<file path="src/rtl/ram_programmer.sv">
// Front-panel program loader: owns the CPU RAM while the program switch is set,
// writes each host byte, reads it back to check it, then returns the RAM with a restart pulse.
module ram_programmer #(
    parameter int ADDR_W = 4,
    parameter int DATA_W = 8
) (
    input  logic              clk_i,
    input  logic              rst_i,
    input  logic              prog_mode_i,
    input  logic              host_valid_i,
    input  logic [DATA_W-1:0] host_data_i,
    input  logic              host_last_i,
    output logic              host_ready_o,
    input  logic [DATA_W-1:0] ram_rdata_i,
    output logic              bus_own_o,
    output logic [ADDR_W-1:0] ram_addr_o,
    output logic [DATA_W-1:0] ram_wdata_o,
    output logic              ram_we_o,
    output logic              cpu_hold_o,
    output logic              cpu_restart_o,
    output logic              prog_done_o,
    output logic              prog_err_o,
    output logic [ADDR_W:0]   bytes_written_o,
    output logic [2:0]        dbg_state_o
);

    typedef enum logic [2:0] {
        S_IDLE    = 3'd0,
        S_ARM     = 3'd1,
        S_LOAD    = 3'd2,
        S_WRITE   = 3'd3,
        S_VERIFY  = 3'd4,
        S_DONE    = 3'd5,
        S_ERROR   = 3'd6,
        S_RELEASE = 3'd7
    } state_t;

    localparam logic [ADDR_W-1:0] ADDR_MAX = '1;

    state_t              state_q, state_d;
    logic                sync1_q, psync_q;
    logic [ADDR_W-1:0]   addr_q, addr_d;
    logic [DATA_W-1:0]   wdata_q, wdata_d;
    logic                last_q, last_d;
    logic                done_q, done_d;
    logic                err_q, err_d;
    logic [ADDR_W:0]     count_q, count_d;

    // Two-flop synchronizer for the asynchronous program switch.
    always_ff @(posedge clk_i or posedge rst_i) begin
        if (rst_i) begin
            sync1_q <= 1'b0;
            psync_q <= 1'b0;
        end else begin
            sync1_q <= prog_mode_i;
            psync_q <= sync1_q;
        end
    end

    always_ff @(posedge clk_i or posedge rst_i) begin
        if (rst_i) begin
            state_q <= S_IDLE;
            addr_q  <= '0;
            wdata_q <= '0;
            last_q  <= 1'b0;
            done_q  <= 1'b0;
            err_q   <= 1'b0;
            count_q <= '0;
        end else begin
            state_q <= state_d;
            addr_q  <= addr_d;
            wdata_q <= wdata_d;
            last_q  <= last_d;
            done_q  <= done_d;
            err_q   <= err_d;
            count_q <= count_d;
        end
    end

    always_comb begin
        state_d       = state_q;
        addr_d        = addr_q;
        wdata_d       = wdata_q;
        last_d        = last_q;
        done_d        = done_q;
        err_d         = err_q;
        count_d       = count_q;
        host_ready_o  = 1'b0;
        bus_own_o     = 1'b0;
        cpu_hold_o    = 1'b0;
        ram_we_o      = 1'b0;
        cpu_restart_o = 1'b0;
        case (state_q)
            S_IDLE: begin
                if (psync_q) state_d = S_ARM;
            end
            S_ARM: begin
                bus_own_o  = 1'b1;
                cpu_hold_o = 1'b1;
                addr_d     = '0;
                count_d    = '0;
                done_d     = 1'b0;
                err_d      = 1'b0;
                state_d    = S_LOAD;
            end
            S_LOAD: begin
                bus_own_o    = 1'b1;
                cpu_hold_o   = 1'b1;
                // Not ready in the abort cycle, so the host never loses a byte.
                host_ready_o = psync_q;
                if (!psync_q) begin
                    state_d = S_RELEASE;
                end else if (host_valid_i) begin
                    wdata_d = host_data_i;
                    last_d  = host_last_i;
                    state_d = S_WRITE;
                end
            end
            S_WRITE: begin
                bus_own_o  = 1'b1;
                cpu_hold_o = 1'b1;
                ram_we_o   = 1'b1;
                state_d    = psync_q ? S_VERIFY : S_RELEASE;
            end
            S_VERIFY: begin
                bus_own_o  = 1'b1;
                cpu_hold_o = 1'b1;
                if (!psync_q) begin
                    state_d = S_RELEASE;
                end else if (ram_rdata_i != wdata_q) begin
                    err_d   = 1'b1;
                    state_d = S_ERROR;
                end else begin
                    count_d = count_q + 1'b1;
                    if (last_q || addr_q == ADDR_MAX) begin
                        done_d  = 1'b1;
                        state_d = S_DONE;
                    end else begin
                        addr_d  = addr_q + 1'b1;
                        state_d = S_LOAD;
                    end
                end
            end
            S_DONE, S_ERROR: begin
                bus_own_o  = 1'b1;
                cpu_hold_o = 1'b1;
                if (!psync_q) state_d = S_RELEASE;
            end
            S_RELEASE: begin
                cpu_restart_o = 1'b1;
                state_d       = S_IDLE;
            end
            default: state_d = S_IDLE;
        endcase
    end

    // Address and data reach the RAM muxes only while this block owns the bus.
    assign ram_addr_o      = bus_own_o ? addr_q : '0;
    assign ram_wdata_o     = bus_own_o ? wdata_q : '0;
    assign prog_done_o     = done_q;
    assign prog_err_o      = err_q;
    assign bytes_written_o = count_q;
    assign dbg_state_o     = state_q;

endmodule

</file>
<file path="config.mk">
export PLATFORM = sky130hd
export DESIGN_NAME = ram_programmer
export DESIGN_NICKNAME = d
export VERILOG_FILES = /design/src/rtl/ram_programmer.sv
export SDC_FILE = /design/constraint.sdc
export NUM_CORES = 1
export LEC_CHECK = 0
export CORE_MARGIN = 10
export CORE_UTILIZATION = 45
export CTS_CLUSTER_SIZE = 8
export DETAILED_ROUTE_END_ITERATION = 8
export MAX_ROUTING_LAYER = met4
export PLACE_DENSITY = 0.8
export RECOVER_POWER = 50
export SYNTH_ARGS = -nofsm -noshare
export SYNTH_HDL_FRONTEND = slang
export SYNTH_SLANG_ARGS = --single-unit
</file>
<file path="constraint.sdc">
create_clock -name clk_i -period 3.45 [get_ports clk_i]
set_input_delay 0.345 -clock clk_i [delete_from_list [all_inputs] [get_ports clk_i]]
set_output_delay 0.345 -clock clk_i [all_outputs]
set_load 0.02 [all_outputs]
</file>
==> impl_metrics.env, run 1 <==
export IMPL_ys_seq_area_frac=0.448
export IMPL_synth_edf_count=0
export IMPL_cp_slowest_stage_delay_ns=0.65
export IMPL_htreeDepth=1
export IMPL_synth_compound_area_frac=0.143
export IMPL_remaining_drc_errors=0
export IMPL_hold_class="flip-flop to flip-flop"
export IMPL_grt_pass1_vias=1193
export IMPL_setup_tns_ns=0
export IMPL_overflow=0
export IMPL_wl_mm=3.21
export IMPL_synthArstFlopShare=1.00
export IMPL_synth_xor_area_frac=0.0565
export IMPL_cts_tree="done"
export IMPL_cts_setup_buffers=0
export IMPL_synthToLayoutAreaGrowth_pct=34.8
export IMPL_p_per_area_nw_per_um2=827
export IMPL_slew_violations=0
export IMPL_skew_ns=0.00902
export IMPL_netlist_area_um2=1400
export IMPL_vias=1161
export IMPL_num_antenna_cells=0
export IMPL_grt_max_degree=26
export IMPL_grt_usage=0.121
export IMPL_drt_first_iter_violations=82
export IMPL_synth_area_per_cell_um2=9.97
export IMPL_cts_hold_buf=0
export IMPL_endpoint_kind="output pin"
export IMPL_fill_cells=261
export IMPL_drive_gt1_frac=0.0989
export IMPL_crit_required_ns=3.11
export IMPL_arrival_ns=2.59
export IMPL_max_slew_margin=0.378
export IMPL_coreArea_um2=3000
export IMPL_root_buffer="clkbuf_4"
export IMPL_outcome="finished, final reports clean"
export IMPL_final_common_cell="clkdlybuf4s50_1"
export IMPL_syn_inst=140
export IMPL_post_route_period_util=0.849
export IMPL_io_pins=48
export IMPL_critPathLaunchType="flip-flop"
export IMPL_muxShareOfSynthArea=0.0797
export IMPL_synth_top_family_by_area="simple AND/OR/NAND/NOR gates"
export IMPL_antenna_left=0
export IMPL_fp_dieH_um=75.7
export IMPL_grt_pass1_wl_mm=5.38
export IMPL_synth_ff_type="dfrtp_1"
export IMPL_gp_congestion=0.894
export IMPL_wl_per_cell_um=14.9
export IMPL_cp_top_family="buffers and inverters"
export IMPL_port_buffers=47
export IMPL_nets=206
export IMPL_rsz0062_at_grt="no"
export IMPL_layout_common_cells="clkdlybuf4s50_1, dfrtp_1, nand2_1"
export IMPL_syn_nets=163
export IMPL_dr_pass1_iters=4
export IMPL_hpwl_mm=2.56
export IMPL_fmax_mhz=341
export IMPL_dieArea_um2=5730
export IMPL_insertion_delay_ns=0.30
export IMPL_initial_core_util=0.465
export IMPL_yosys_area_share_simple=0.213
export IMPL_critPathKind="flip-flop to output pin"
export IMPL_cap_viol_max_count=0
export IMPL_ir_worst_vdd_mv=0.546
export IMPL_cts_sinks=25
export IMPL_hold_viol=0
export IMPL_numCtsBuffers=3
export IMPL_setup_viol=0
export IMPL_ys_types=38
export IMPL_synth_warnings=0
export IMPL_viasPerCell=5.40
export IMPL_path_clk_slew_ns=0.13
export IMPL_cts_resized_gates=0
export IMPL_die_w_um=75.7
export IMPL_std_cell_rows=20
export IMPL_cp_slowest_cell="a21oi_1"
export IMPL_power_leakage_nw=0.789
export IMPL_critical_path_buf_inv_count=2
export IMPL_worstPathCellList="inv_1 > nor2_1 > a21oi_1 > and2_2 > clkdlybuf4s50_1"
export IMPL_synthAdderAreaFrac=0.0179
export IMPL_antenna_found_initial=0
export IMPL_cp_max_fo=14
export IMPL_worstMarginPinSlew_ns=0.932
export IMPL_ys_ff_latch=25
export IMPL_clk_path_buf_depth=2
export IMPL_period_needed_ns=2.93
export IMPL_power_total_mw=1.56
power by group:
part / leakage, nW / switching (mW) / internal, mW
registers: 0.316 / 0.128 / 0.401
logic: 0.457 / 0.451 / 0.452
clock network: 0.0150 / 0.0793 / 0.0450
total: 0.789 / 0.658 / 0.898
Yosys cell counts, types with 3 or more instances:
library cell  number  area (um2)
dfrtp_1           25         626
and2_1            13        81.3
nand2_1           13        48.8
mux2_2             9         101
nor2_1             9        33.8
xnor2_1            9        78.8
nand4_1            5        31.3
a21oi_1            4        20.0
a31o_2             4        35.0
buf_2              4        20.0
clkbuf_1           3        11.3
nand2b_1           3        18.8
nor3_1             3        15.0
nor4_1             3        18.8
o21ai_0            3        15.0
final cells by class:
type,count,area [um2],share of cell area
multi-input combinational,104,711,0.378
clock buffer,4,26.3,0.0140
sequential,25,626,0.332
tap,33,41.3,0.0219
inverter,2,7.51,0.00399
timing repair buffer,47,470,0.250
registers in the layout, summed over array words and instances (netlist names):
signal,count
wdata_q,8
dbg_state_o,3
psync_q,1
prog_done_o,1
bytes_written_o,5
prog_err_o,1
last_q,1
addr_q,4
sync1_q,1
cell families (layout without fill, tap and decap cells):
kind of cell | Yosys count | count (layout)
DFF | 25 | 25
AOI/OAI and AO/OA | 27 | 27
and+or+nand+nor | 56 | 56
buffers and inverters | 11 | 53
adders and majority gates | 2 | 2
muxes | 10 | 10
xor gates and xnor gates | 9 | 9
path summary, 6_finish.rpt:
kind	startpoint	depth (start not counted)	slack (ns)	endpoint
max in group asynchronous	rst_i	2	2.21	bytes_written_o[2]$_DFFE_PP0P_
min reg2reg	sync1_q$_DFF_PP0_	0	0.36	psync_q$_DFF_PP0_
min in group asynchronous	rst_i	2	0.68	wdata_q[3]$_DFFE_PP0P_
max	dbg_state_o[2]$_DFFE_PP0P_	5	0.52	ram_wdata_o[5]
max reg2reg	psync_q$_DFF_PP0_	4	1.58	wdata_q[1]$_DFFE_PP0P_
min	sync1_q$_DFF_PP0_	0	0.36	psync_q$_DFF_PP0_
per-layer routing:
layer | global-route usage | up-vias | part of all wire
li1 | - | 585 | -
met1 | 0.153 | 539 | 0.48
met2 | 0.184 | 35 | 0.44
met3 | 0.0456 | 2 | 0.070
met4 | 0.0186 | 0 | 0.0025
met5 | - | - | 0
metrics by stage:
| step | hold slack (ns) | cells | worst slack [ns] | util | cell area, um2 |
|---|---|---|---|---|---|
| after floorplan | 0.331 | 140 | 1.31 | - | 1400 |
| after global placement | 0.334 | 211 | 0.964 | 0.619 | 1860 |
| after detailed placement | 0.338 | 211 | 0.843 | 0.619 | 1860 |
| after CTS | 0.367 | 215 | 0.511 | 0.628 | 1880 |
| after global routing | 0.373 | 215 | 0.325 | 0.627 | 1880 |
| final | 0.364 | 215 | 0.520 | 0.627 | 1880 |
Note: power is estimated with default switching activity, not from simulation.
==> run 2, diff against run 1 <==
--- a/config.mk
+++ b/config.mk
@@ -6,11 +6,11 @@
 export NUM_CORES = 1
 export LEC_CHECK = 0
 export CORE_MARGIN = 10
-export CORE_UTILIZATION = 45
+export CORE_UTILIZATION = 40
 export CTS_CLUSTER_SIZE = 8
 export DETAILED_ROUTE_END_ITERATION = 8
 export MAX_ROUTING_LAYER = met4
-export PLACE_DENSITY = 0.8
+export PLACE_DENSITY = 0.75
 export RECOVER_POWER = 50
 export SYNTH_ARGS = -nofsm -noshare
 export SYNTH_HDL_FRONTEND = slang
==> constraint.sdc (replaced) <==
create_clock -name clk_i -period 2.5 [get_ports clk_i]
set_input_delay 0.25 -clock clk_i [delete_from_list [all_inputs] [get_ports clk_i]]
set_output_delay 0.25 -clock clk_i [all_outputs]
set_load 0.02 [all_outputs]
==> run 2 against run 1 <==
Effect of this change: clock power increased by 48%; clock-buffer cell count decreased by 1; clock skew increased by 0.0062 ns; highest routed layer unchanged; sequential cell count unchanged; critical path type unchanged; non-clock buffer count increased by 4; sequential share of layout area decreased by 0.67 points; largest cell class unchanged; cell count increased by 7.9%; die area increased by 9.1%; critical path depth increased by 1; via count increased by 7.2%; register-to-register slack got worse by 0.95 ns; hold slack improved by 0.012 ns.
==> impl_metrics.env, run 2 (synthesized netlist as in run 1, its figures left out) <==
export IMPL_timing_rr_start="wdata_q[7]$_DFFE_PP0P_"
export IMPL_setup_tns_ns=0
export IMPL_vias=1245
export IMPL_period_needed_ns=2.35
export IMPL_wl_per_cell_um=16.0
export IMPL_insertion_delay_ns=0.32
export IMPL_power_leakage_nw=0.805
export IMPL_slew_violations=0
export IMPL_r2r_slack_ns=0.63
export IMPL_final_area_um2=1930
export IMPL_regMostFlops="wdata_q"
export IMPL_arrival_ns=2.10
export IMPL_fill_cells=310
export IMPL_grt_max_degree=26
export IMPL_gp_congestion=0.875
export IMPL_skew_ns=0.0152
export IMPL_power_total_mw=2.22
export IMPL_layout_common_cells="clkdlybuf4s50_1, dfrtp_1, nand2_1"
export IMPL_fp_dieH_um=79.1
export IMPL_std_cell_rows=21
export IMPL_seqCellArea_um2=628
export IMPL_drt_first_iter_violations=51
export IMPL_wl_mm=3.71
export IMPL_num_antenna_cells=0
export IMPL_endpoint_kind="output pin"
export IMPL_overflow=0
export IMPL_viasPerCell=5.37
export IMPL_cp_slowest_stage_delay_ns=0.54
export IMPL_grt_pass1_wl_mm=6.37
export IMPL_drive_gt1_frac=0.129
export IMPL_timing_rr_end="bytes_written_o[4]$_DFFE_PP0P_"
export IMPL_multi_input_area_um2=711
export IMPL_cp_slowest_cell="clkdlybuf4s50_1"
export IMPL_dr_pass1_iters=4
export IMPL_htreeDepth=1
export IMPL_final_common_cell="clkdlybuf4s50_1"
export IMPL_rsz0062_at_grt="no"
export IMPL_grt_usage=0.125
export IMPL_p_per_area_nw_per_um2=1150
export IMPL_fin_util=0.573
export IMPL_hpwl_mm=2.88
export IMPL_numCtsBuffers=3
export IMPL_worstMarginPinSlew_ns=1.37
export IMPL_synthToLayoutAreaGrowth_pct=38.1
export IMPL_cts_tree="done"
export IMPL_post_route_period_util=0.941
export IMPL_coreArea_um2=3360
export IMPL_crit_required_ns=2.25
export IMPL_cp_max_fo=14
export IMPL_hold_path_depth=0
export IMPL_fmax_mhz=425
export IMPL_clk_path_buf_depth=2
export IMPL_grt_pass1_vias=1320
export IMPL_initial_core_util=0.415
export IMPL_antenna_found_initial=0
export IMPL_io_pins=48
export IMPL_crit_path_start="dbg_state_o[1]$_DFFE_PP0P_"
export IMPL_remaining_drc_errors=0
export IMPL_max_slew_margin=0.0883
export IMPL_nets=210
export IMPL_cap_viol_max_count=0
export IMPL_outcome="finished, final reports clean"
export IMPL_die_w_um=79.1
export IMPL_port_buffers=47
export IMPL_worstPathCellList="nand2_1 > nor2_1 > a21oi_1 > buf_4 > and2_2 > clkdlybuf4s50_1"
export IMPL_cts_setup_buffers=0
export IMPL_path_clk_slew_ns=0.13
export IMPL_critPathKind="flip-flop to output pin"
export IMPL_ir_worst_vdd_mv=0.594
export IMPL_dieArea_um2=6250
export IMPL_r2r_cells=5
export IMPL_placedInstanceArea_um2=1900
export IMPL_root_buffer="clkbuf_4"
export IMPL_critPathLaunchType="flip-flop"
export IMPL_cts_sinks=25
export IMPL_setup_viol=0
export IMPL_endpoint="ram_wdata_o[5]"
export IMPL_antenna_left=0
export IMPL_largest_reg_flops=8
export IMPL_hold_viol=0
export IMPL_hold_class="flip-flop to flip-flop"
==> run 2: worst min path at each step <==
stage | to | start
CTS | wdata_q[6]$_DFFE_PP0P_ | rst_i
floorplan | addr_q[0]$_DFFE_PP0P_ | rst_i
finish | psync_q$_DFF_PP0_ | sync1_q$_DFF_PP0_
global placement | psync_q$_DFF_PP0_ | sync1_q$_DFF_PP0_
detailed placement | psync_q$_DFF_PP0_ | sync1_q$_DFF_PP0_
global route | psync_q$_DFF_PP0_ | sync1_q$_DFF_PP0_
==> run 2: per-layer routing <==
| layer | GRT usage | routed length (um) |
|---|---|---|
| met1 | 0.164 | 1800 |
| met2 | 0.189 | 1640 |
| met3 | 0.0315 | 248 |
| met4 | 0.0305 | 19 |
| met5 | - | 0 |
==> run 2: critical path, delay by kind of cell (launching register included) <==
family / cells / cell delay [ns]
AOI/OAI and AO/OA: 1 / 0.06
DFF: 1 / 0.49
and+or+nand+nor: 3 / 0.51
buffers and inverters: 2 / 0.72
==> run 2: area by class of cell <==
type / instances / share of cell area
tap: 46 / 0.0299
inverter: 2 / 0.00389
clock buffer: 3 / 0.0117
sequential: 25 / 0.326
timing repair buffer: 51 / 0.258
multi-input combinational: 104 / 0.369
clock inverter: 1 / 0.00260
==> run 2: report_power, final <==
part	internal, mW	switching, mW
combinational	0.651	0.657
clock	0.0598	0.124
sequential	0.557	0.166
total	1.27	0.948
==> run 2: metrics by stage <==
stage / cells / worst slack [ns] / hold slack [ns]
floorplan: 140 / 0.454 / 0.277
global placement: 228 / 0.447 / 0.358
detailed placement: 228 / 0.385 / 0.345
CTS: 232 / 0.0160 / 0.281
global route: 232 / 0.00297 / 0.405
finish: 232 / 0.147 / 0.376
==> run 2: repair_timing <==
item | 4_1_cts | 5_1_grt
hold buffers | 0 | 0
resized for setup | 0 | 2
setup endpoints to repair | 0 | 12
==> run 3, diff against run 2 <==
--- a/config.mk
+++ b/config.mk
@@ -5,6 +5,7 @@
 export SDC_FILE = /design/constraint.sdc
 export NUM_CORES = 1
 export LEC_CHECK = 0
+export ABC_CLOCK_PERIOD_IN_PS = 2500
 export CORE_MARGIN = 10
 export CORE_UTILIZATION = 40
 export CTS_CLUSTER_SIZE = 8
==> results of run 3 <==
No change in the layout: final DEF, timing and power equal those of run 2.
